## src/rtl/osnt_reg_arb_pkg.sv

```systemverilog
// osnt_reg_arb_pkg: FSM states, AXI response codes and timeout width shared by osnt_reg_access_arbiter.
package osnt_reg_arb_pkg;
   typedef enum logic [2:0] {IDLE, WR_AW_W, WR_B, RD_AR, RD_R, DONE} state_e;
   localparam logic [1:0] OKAY   = 2'b00;
   localparam logic [1:0] SLVERR = 2'b10;
   localparam int TMO_W = 8;
endpackage

```

## src/rtl/osnt_reg_access_arbiter_rr.sv

```systemverilog
// rr_arbiter: combinational round-robin pick, search starts one past last_grant_i.
module rr_arbiter #(
   parameter  int N  = 4,
   localparam int IW = $clog2(N)
) (
   input  logic [N-1:0]  req_i,
   input  logic [IW-1:0] last_grant_i,
   output logic [N-1:0]  gnt_oh_o,
   output logic [IW-1:0] gnt_idx_o
);
   logic [IW:0] pos;
   logic        found;
   always_comb begin
      gnt_idx_o = '0;
      found = 1'b0;
      pos = '0;
      for (int k = 1; k <= N; k++) begin
         pos = {1'b0, last_grant_i} + (IW+1)'(k);
         pos = pos >= (IW+1)'(N) ? pos - (IW+1)'(N) : pos;
         if (!found && req_i[pos[IW-1:0]]) begin
            found = 1'b1;
            gnt_idx_o = pos[IW-1:0];
         end
      end
      gnt_oh_o = found ? N'(1) << gnt_idx_o : '0;
   end
endmodule

```

## src/rtl/osnt_reg_access_arbiter.sv

```systemverilog
// osnt_reg_access_arbiter: round-robin share of one AXI4-Lite master among NUM_REQ requesters.
// Define ARB_TIMEOUT_EN to build the per-transaction response timeout (SLVERR on expiry).
module osnt_reg_access_arbiter
   import osnt_reg_arb_pkg::*;
#(
   parameter int NUM_REQ            = 4,
   parameter int C_M_AXI_DATA_WIDTH = 32,
   parameter int C_M_AXI_ADDR_WIDTH = 32,
   parameter int C_TIMEOUT_CYCLES   = 255
) (
   input  logic                                  axi_aclk,
   input  logic                                  axi_reset,
   input  logic [NUM_REQ-1:0]                    req_valid,
   input  logic [NUM_REQ-1:0]                    req_rnw,
   input  logic [NUM_REQ*C_M_AXI_ADDR_WIDTH-1:0] req_addr,
   input  logic [NUM_REQ*C_M_AXI_DATA_WIDTH-1:0] req_wdata,
   output logic [NUM_REQ-1:0]                    req_ack,
   output logic [C_M_AXI_DATA_WIDTH-1:0]         req_rdata,
   output logic [1:0]                            req_resp,
   output logic [C_M_AXI_ADDR_WIDTH-1:0]         m_axi_awaddr,
   output logic                                  m_axi_awvalid,
   input  logic                                  m_axi_awready,
   output logic [C_M_AXI_DATA_WIDTH-1:0]         m_axi_wdata,
   output logic [C_M_AXI_DATA_WIDTH/8-1:0]       m_axi_wstrb,
   output logic                                  m_axi_wvalid,
   input  logic                                  m_axi_wready,
   input  logic [1:0]                            m_axi_bresp,
   input  logic                                  m_axi_bvalid,
   output logic                                  m_axi_bready,
   output logic [C_M_AXI_ADDR_WIDTH-1:0]         m_axi_araddr,
   output logic                                  m_axi_arvalid,
   input  logic                                  m_axi_arready,
   input  logic [C_M_AXI_DATA_WIDTH-1:0]         m_axi_rdata,
   input  logic [1:0]                            m_axi_rresp,
   input  logic                                  m_axi_rvalid,
   output logic                                  m_axi_rready
);
   localparam int AW = C_M_AXI_ADDR_WIDTH;
   localparam int DW = C_M_AXI_DATA_WIDTH;
   localparam int IW = $clog2(NUM_REQ);
   if (NUM_REQ < 2 || NUM_REQ > 8 || C_TIMEOUT_CYCLES < 1 || C_TIMEOUT_CYCLES >= 2**TMO_W) begin : g_bad_param
      $error("osnt_reg_access_arbiter: parameter out of range");
   end
   state_e            state_q, state_d;
   logic [IW-1:0]     idx_q, idx_d, last_q, last_d, arb_idx;
   logic [NUM_REQ-1:0] oh_q, oh_d, arb_oh, ack_q;
   logic [AW-1:0]     addr_q, addr_d;
   logic [DW-1:0]     wdata_q, wdata_d, rdata_q, rdata_d;
   logic [1:0]        resp_q, resp_d;
   logic              aw_done_q, aw_done_d, w_done_q, w_done_d;
   logic              awvalid_q, wvalid_q, bready_q, arvalid_q, rready_q;
   logic              tmo;
   rr_arbiter #(.N(NUM_REQ)) u_arb (
      .req_i        (req_valid),
      .last_grant_i (last_q),
      .gnt_oh_o     (arb_oh),
      .gnt_idx_o    (arb_idx)
   );
`ifdef ARB_TIMEOUT_EN
   logic             busy;
   logic [TMO_W-1:0] cnt_q;
   assign busy = state_q != IDLE && state_q != DONE;
   always_ff @(posedge axi_aclk) begin
      cnt_q <= axi_reset || !busy ? '0 : cnt_q + 1'b1;
   end
   assign tmo = busy && cnt_q == TMO_W'(C_TIMEOUT_CYCLES);
`else
   assign tmo = 1'b0;
`endif
   always_comb begin
      state_d = state_q;
      idx_d = idx_q;
      oh_d = oh_q;
      last_d = last_q;
      addr_d = addr_q;
      wdata_d = wdata_q;
      rdata_d = rdata_q;
      resp_d = resp_q;
      aw_done_d = aw_done_q | (awvalid_q & m_axi_awready);
      w_done_d = w_done_q | (wvalid_q & m_axi_wready);
      if (tmo) begin
         state_d = DONE;
         rdata_d = '0;
         resp_d = SLVERR;
      end else begin
         case (state_q)
            IDLE: if (|req_valid) begin
               idx_d = arb_idx;
               oh_d = arb_oh;
               addr_d = req_addr[int'(arb_idx)*AW +: AW];
               wdata_d = req_wdata[int'(arb_idx)*DW +: DW];
               rdata_d = '0;
               resp_d = OKAY;
               aw_done_d = 1'b0;
               w_done_d = 1'b0;
               state_d = req_rnw[arb_idx] ? RD_AR : WR_AW_W;
            end
            WR_AW_W: state_d = aw_done_d && w_done_d ? WR_B : WR_AW_W;
            WR_B: if (m_axi_bvalid) begin
               resp_d = m_axi_bresp;
               state_d = DONE;
            end
            RD_AR: state_d = m_axi_arready ? RD_R : RD_AR;
            RD_R: if (m_axi_rvalid) begin
               rdata_d = m_axi_rdata;
               resp_d = m_axi_rresp;
               state_d = DONE;
            end
            DONE: begin
               last_d = idx_q;
               state_d = IDLE;
            end
            default: state_d = IDLE;
         endcase
      end
   end
   // Output flops are loaded from next-state so every AXI/requester output is registered.
   always_ff @(posedge axi_aclk) begin
      if (axi_reset) begin
         state_q <= IDLE;
         idx_q <= '0;
         oh_q <= '0;
         last_q <= IW'(NUM_REQ-1);
         addr_q <= '0;
         wdata_q <= '0;
         rdata_q <= '0;
         resp_q <= OKAY;
         aw_done_q <= 1'b0;
         w_done_q <= 1'b0;
         awvalid_q <= 1'b0;
         wvalid_q <= 1'b0;
         bready_q <= 1'b0;
         arvalid_q <= 1'b0;
         rready_q <= 1'b0;
         ack_q <= '0;
      end else begin
         state_q <= state_d;
         idx_q <= idx_d;
         oh_q <= oh_d;
         last_q <= last_d;
         addr_q <= addr_d;
         wdata_q <= wdata_d;
         rdata_q <= rdata_d;
         resp_q <= resp_d;
         aw_done_q <= aw_done_d;
         w_done_q <= w_done_d;
         awvalid_q <= state_d == WR_AW_W && !aw_done_d;
         wvalid_q <= state_d == WR_AW_W && !w_done_d;
         bready_q <= state_d == WR_B;
         arvalid_q <= state_d == RD_AR;
         rready_q <= state_d == RD_R;
         ack_q <= state_d == DONE ? oh_d : '0;
      end
   end
   assign req_ack = ack_q;
   assign req_rdata = rdata_q;
   assign req_resp = resp_q;
   assign m_axi_awaddr = addr_q;
   assign m_axi_araddr = addr_q;
   assign m_axi_wdata = wdata_q;
   assign m_axi_wstrb = '1;
   assign m_axi_awvalid = awvalid_q;
   assign m_axi_wvalid = wvalid_q;
   assign m_axi_bready = bready_q;
   assign m_axi_arvalid = arvalid_q;
   assign m_axi_rready = rready_q;
endmodule

```

## config.mk

```make
export PLATFORM = sky130hd
export DESIGN_NAME = osnt_reg_access_arbiter
export DESIGN_NICKNAME = d
export VERILOG_FILES = /design/src/rtl/osnt_reg_arb_pkg.sv /design/src/rtl/osnt_reg_access_arbiter_rr.sv /design/src/rtl/osnt_reg_access_arbiter.sv
export SDC_FILE = /design/constraint.sdc
export NUM_CORES = 1
export LEC_CHECK = 0
export CAP_MARGIN = 20
export CORE_AREA = 2 2 176 178
export DETAILED_ROUTE_END_ITERATION = 7
export DIE_AREA = 0 0 178 180
export PLACE_DENSITY_LB_ADDON = 0.25
export SLEW_MARGIN = 20
export SYNTH_ARGS = -nofsm -noshare
export SYNTH_HDL_FRONTEND = slang
export SYNTH_SLANG_ARGS = --single-unit
```

## constraint.sdc

```tcl
create_clock -name axi_aclk -period 2.8 [get_ports axi_aclk]
set_input_delay 0.42 -clock axi_aclk [delete_from_list [all_inputs] [get_ports axi_aclk]]
set_output_delay 0.42 -clock axi_aclk [all_outputs]
set_load 0.05 [all_outputs]
```

==> results.ini, run 1 <==
[timing]
skew_ps=14.84
final.period_utilization=0.8696
fin_setup_tns_ps=0
setup_viol=0
timing.fmax_mhz=410.7
setup_slack_ps=365.2
slew_headroom=0.2839
finalMaxSlewViolations=0
grt_setup_unrepaired=false
finalHoldViolCount=0
hold_ws_ps=313.8
period_needed_ps=2435
worst-slew-pin-transition_ps=1074

[synthesis]
synthCells=798
synth-seq-area-share=0.3502
synthArstFlopShare=0
synth_area_per_cell_um2=8.595
synth_edf_count=0
ys.flop_type=dfxtp_1
ys_ff_latch=120
yosys_warnings=0
synth_cell_types=54
synth_area_mm2=0.006859

[finish]
area_growth_pct=73.97
layout-drive-gt1-share=0.09762
fin_nets=1473
final_common_cell=clkdlybuf4s50_1
final_cell_mix=clkdlybuf4s50_1 (444), dfxtp_1 (120), nand2_1 (101)
fill_cells=3050

[clocking]
ctsResizeCount=0
ctsHoldBuffers=0
clk_latency_ps=420
cts.clk_slew.worst_paths_ps=60
cts_max_path_buffers=2
root_buffer=clkbuf_16
cts_setup_buffers=0
clock_sinks=120
cts_tree=done
numCtsBuffers=17
htree_levels=4

[detailed_routing]
dr.pass1.iters=4
viasPerCell=4.850
ant_nets=0
wire_per_inst_um=20.10
routed_wl_um=31660
drt_iter0_drc=373
remaining_drc_errors=0
via_count=7638

[critical_path]
required_ps=3120
r2r_cells=5
worstSetupPathType=in -> reg
crit_fanout=33
worstPathArrival_ps=2760
regToRegSetupSlack_ps=440
start_kind=primary input
critPathCaptureType=register

[pwr]
ir_worst_vdd_mv=0.4140
cellLeakagePower_nw=4.462
power.density_mw_per_mm2=653.1

[floorplan]
rows=64
core_area_mm2=0.03019
initial_core_util=0.2272
die_w_um=178
die_area_mm2=0.03204
die_height_um=180
ioPinCount=450

[global_routing]
grt_max_degree=102
overflow=0
grt_first_pass_wirelength_um=47110
globalRouteTotalUtil=0.1939
antenna_found_initial=2
grt_pass1_vias=7565

[placed_design]
portBuffers=445
dp_hpwl_um=23440
place_congestion=0.8589
dp_slack_ps=-25.80

[job]
cap_viol_max_count=0

[worst_hold_path]
hold_depth=2
hold_class=in -> reg

[outcome]
outcome=finished clean

[cells in the mapped netlist, types with 2 or more instances]
cell,number,area [um^2]
buf_6,13,146.4
o21ai_1,2,10.01
mux2_2,32,360.4
a21oi_1,41,205.2
buf_2,21,105.1
clkbuf_1,45,168.9
inv_1,4,15.01
nand3b_1,2,15.01
nand2b_1,5,31.28
o311a_1,32,320.3
and3_1,3,18.77
a21o_1,3,22.52
nand3_1,33,165.2
buf_4,41,307.8
and3b_1,2,17.52
a311oi_1,52,455.4
dfxtp_1,120,2402
a311oi_2,12,180.2
mux2i_1,8,80.08
nor3_1,3,15.01
a22oi_1,66,495.5
nor2b_1,6,37.54
nor2_1,83,311.6
a31oi_1,32,200.2
nand2_1,101,379.1
buf_12,4,80.08
a21oi_4,2,32.53
o211a_1,4,40.04
[through the flow]
stage / cell area [um^2] / total power [mW] / util / cells
2_1_floorplan: 6870 / 4.352 / - / 801
3_3_place_gp: 11330 / 5.538 / 0.3753 / 1543
4_1_cts: 11930 / 7.904 / 0.3952 / 1574
3_5_place_dp: 11330 / 5.547 / 0.3753 / 1543
5_1_grt: 11930 / 8.161 / 0.3953 / 1575
6_report: 11930 / 7.793 / 0.3953 / 1575
[flip-flops by register name (all words and copies together) (netlist names), 2 cells and up]
| register | cells |
|---|---|
| idx_q | 2 |
| last_q | 2 |
| m_axi_araddr | 32 |
| m_axi_wdata | 32 |
| oh_q | 4 |
| req_ack | 4 |
| req_rdata | 32 |
| req_resp | 2 |
| state_q | 3 |
[layer usage]
metal	track usage	up-vias	routed length [um]
met3	0.04907	26	2285
met1	0.2407	3601	12990
met4	0.05311	2	542
met2	0.3301	315	15820
met5	0	-	19
li1	-	3694	-
[cell type report]
type                    instances  area (um^2)  area share
repair buffers                470         4740      0.3972
multi-input cells             553         3677      0.3082
flip-flops and latches        120         2402      0.2013
well taps                     396        495.5     0.04152
clock buffers                  17        425.4     0.03565
clock inverters                14        175.2     0.01468
inverters                       4        15.01    0.001258
diodes                          1        2.502   0.0002097
[path summary, 6_finish.rpt]
| kind | start | end |
|---|---|---|
| max reg2reg | last_q[0] | m_axi_wdata[7] |
| max | req_valid[2] | m_axi_wdata[7] |
| min reg2reg | req_rdata[9] | req_rdata[9] |
| min | axi_reset | idx_q[0] |
[where the power goes]
part,leakage (nW),switching (mW),internal [mW],total (mW)
registers,0.985,0.187,1.94,2.13
logic,3.18,2.06,1.32,3.37
clock network,0.297,0.886,1.40,2.29
total,4.46,3.13,4.66,7.79
[cells by family after synthesis]
group,count (synthesis),synth area share
buffers and inverters,128,0.1200
AO/OA/AOI/OAI,264,0.3092
other,1,0.0005467
AND/OR/NAND/NOR,245,0.1558
flip-flops,120,0.3502
multiplexers,40,0.06421
[critical path, stage by stage]
cell and delay, ps:
clkdlybuf4s50_1 610, nor3_1 240, a221oi_1 120, nor2_4 810, a22oi_1 180, a311oi_2 320
(Power assumes the default switching activity.)
==> inputs of run 2 (changes only) <==
CTS_CLUSTER_SIZE = 25   (was not set)
GPL_TIMING_DRIVEN = 0   (was not set)
==> run 2 against run 1 <==
Die area unchanged. Largest cell class unchanged. Sequential power is essentially flat. Clock-buffer cell count increased by 1. Sequential cell count unchanged.
==> results.ini, run 2 (synthesized netlist as in run 1, its figures left out) <==
[finish]
area_growth_pct=80.57
fin_nets=1569
final_cell_mix=clkdlybuf4s50_1 (442), dfxtp_1 (120), nand2_1 (101)
fill_cells=3118
layout-drive-gt1-share=0.1302
final_util=0.4103
final_common_cell=clkdlybuf4s50_1

[clocking]
cts_max_path_buffers=2
clock_sinks=120
htree_levels=4
cts.clk_slew.worst_paths_ps=60
root_buffer=clkbuf_16
numCtsBuffers=17
clk_latency_ps=420
cts_tree=done
cts_setup_buffers=0

[floorplan]
core_area_mm2=0.03019
rows=64
ioPinCount=450
die_area_mm2=0.03204
die_w_um=178
initial_core_util=0.2272
die_height_um=180

[detailed_routing]
routed_wl_um=35540
wl_met3_um=2524
top_layer=met5
remaining_drc_errors=0
dr.pass1.iters=5
wire_per_inst_um=21.20
viasPerCell=4.897
ant_nets=0
via_count=8207
wl_met2_um=17590
drt_iter0_drc=419
wl_met1_um=14490

[critical_path]
crit_chain=clkdlybuf4s50_1 -> buf_2 -> nor3_2 -> clkbuf_1 -> o311a_1 -> a31oi_1 -> a311oi_1
crit_fanout=10
critPathLaunch=req_valid[2]
worstSetupPathType=in -> reg
cpPeakStageDelay_ps=760
crit_slowest_cell=nor3_2
start_kind=primary input
critPathCaptureType=register
regToRegSetupSlack_ps=390
rr_startpoint=last_q[0]
worstPathArrival_ps=2830
required_ps=3110
cp_top_family=buffers and inverters
path_buf_inv=3

[global_routing]
grt_first_pass_wirelength_um=51760
antenna_found_initial=6
overflow=0
globalRouteTotalUtil=0.2162
grt_pass1_vias=8279
grt_max_degree=17

[pwr]
total_power_mw=8.016
seqPwrFrac=0.265
power.density_mw_per_mm2=647.2
power_frac_clock=0.279
swShare=0.4157
p_int_mw=4.684
pwr-share-comb=0.457
ir_worst_vdd_mv=0.3855
switchingPower_mw=3.332
cellLeakagePower_nw=4.725

[timing]
worst-slew-pin-transition_ps=934.3
period_needed_ps=2521
finalHoldViolCount=0
hold_ws_ps=448.8
skew_ps=9.569
final.period_utilization=0.9004
slew_headroom=0.3737
finalMaxSlewViolations=0
grt_setup_unrepaired=false
timing.fmax_mhz=396.7
setup_viol=0
setup_slack_ps=279.0

[placed_design]
dp_slack_ps=-346.5
portBuffers=442
place_congestion=0.8652
dp_hpwl_um=27940

[worst_hold_path]
hold_start=req_rdata[21]
hold_class=reg -> reg

[outcome]
outcome=finished clean

[job]
cap_viol_max_count=0

## run 2: changes by cell type in the layout (fill, tap and decap cells not counted), moves of 2 or more
cell             previous run  this run
inv_8                       0         2
buf_12                      8         4
bufinv_16                   3         1
clkbuf_1                    0        45
clkinv_4                    6         3
diode_2                     1         5
buf_6                       0        13
buf_2                       0        21
clkinv_2                    3         1
buf_4                      18        41
inv_6                       2         4
clkdlybuf4s50_1           444       442
clkinvlp_4                  0         3
## run 2: layout make-up
cell class | count | area, um^2 | share of cell area
clock buffer | 18 | 439.2 | 0.03546
sequential | 120 | 2402 | 0.1940
multi-input combinational | 553 | 3647 | 0.2945
buffer | 124 | 808.3 | 0.06526
inverter | 4 | 15.01 | 0.001212
clock inverter | 14 | 141.4 | 0.01142
timing repair buffer | 442 | 4424 | 0.3572
antenna | 5 | 12.51 | 0.001010
tap | 396 | 495.5 | 0.04000
## run 2: worst paths after layout
kind                            cells past startpoint          endpoint
worst min register to register                      2     req_rdata[21]
worst max register to register                      7   m_axi_araddr[1]
worst min-delay path                                2     req_rdata[21]
worst max-delay path                                7  m_axi_araddr[26]
## run 2: timing repair
| action | 4_1_cts | 5_1_grt |
|---|---|---|
| setup endpoints to repair | 0 | 5 |
| hold buffers | 0 | 0 |
| gates resized for setup | 0 | 1 |
## run 2: power by group through the flow
stage / logic, mW / clock network (mW) / registers, mW
after CTS: 3.68 / 2.29 / 2.12
after floorplan: 1.51 / 0 / 2.84
after global placement: 3.66 / 0 / 2.15
after global routing: 3.87 / 2.37 / 2.15
final: 3.66 / 2.23 / 2.12
after detailed placement: 3.67 / 0 / 2.15
## run 2: per-layer routing
layer / GRT usage / up-vias
met5: 0 / -
li1: - / 3905
met2: 0.3722 / 352
met1: 0.2609 / 3904
met4: 0.07607 / 2
met3: 0.05013 / 44
## run 2: through the flow
stage / std cells / area, um^2 / setup TNS (ps)
after detailed placement: 1639 / 11790 / -6434
after floorplan: 801 / 6870 / 0
after global routing: 1676 / 12390 / 0
after global placement: 1639 / 11790 / -5394
final: 1676 / 12390 / 0
after CTS: 1671 / 12370 / 0
## run 2: worst reg2reg max path: cells and delay by family (launching register included)
family | cells | cell delay [ps]
buf+inv | 2 | 740
compound gates | 3 | 670
simple gates | 2 | 600
flops | 1 | 320
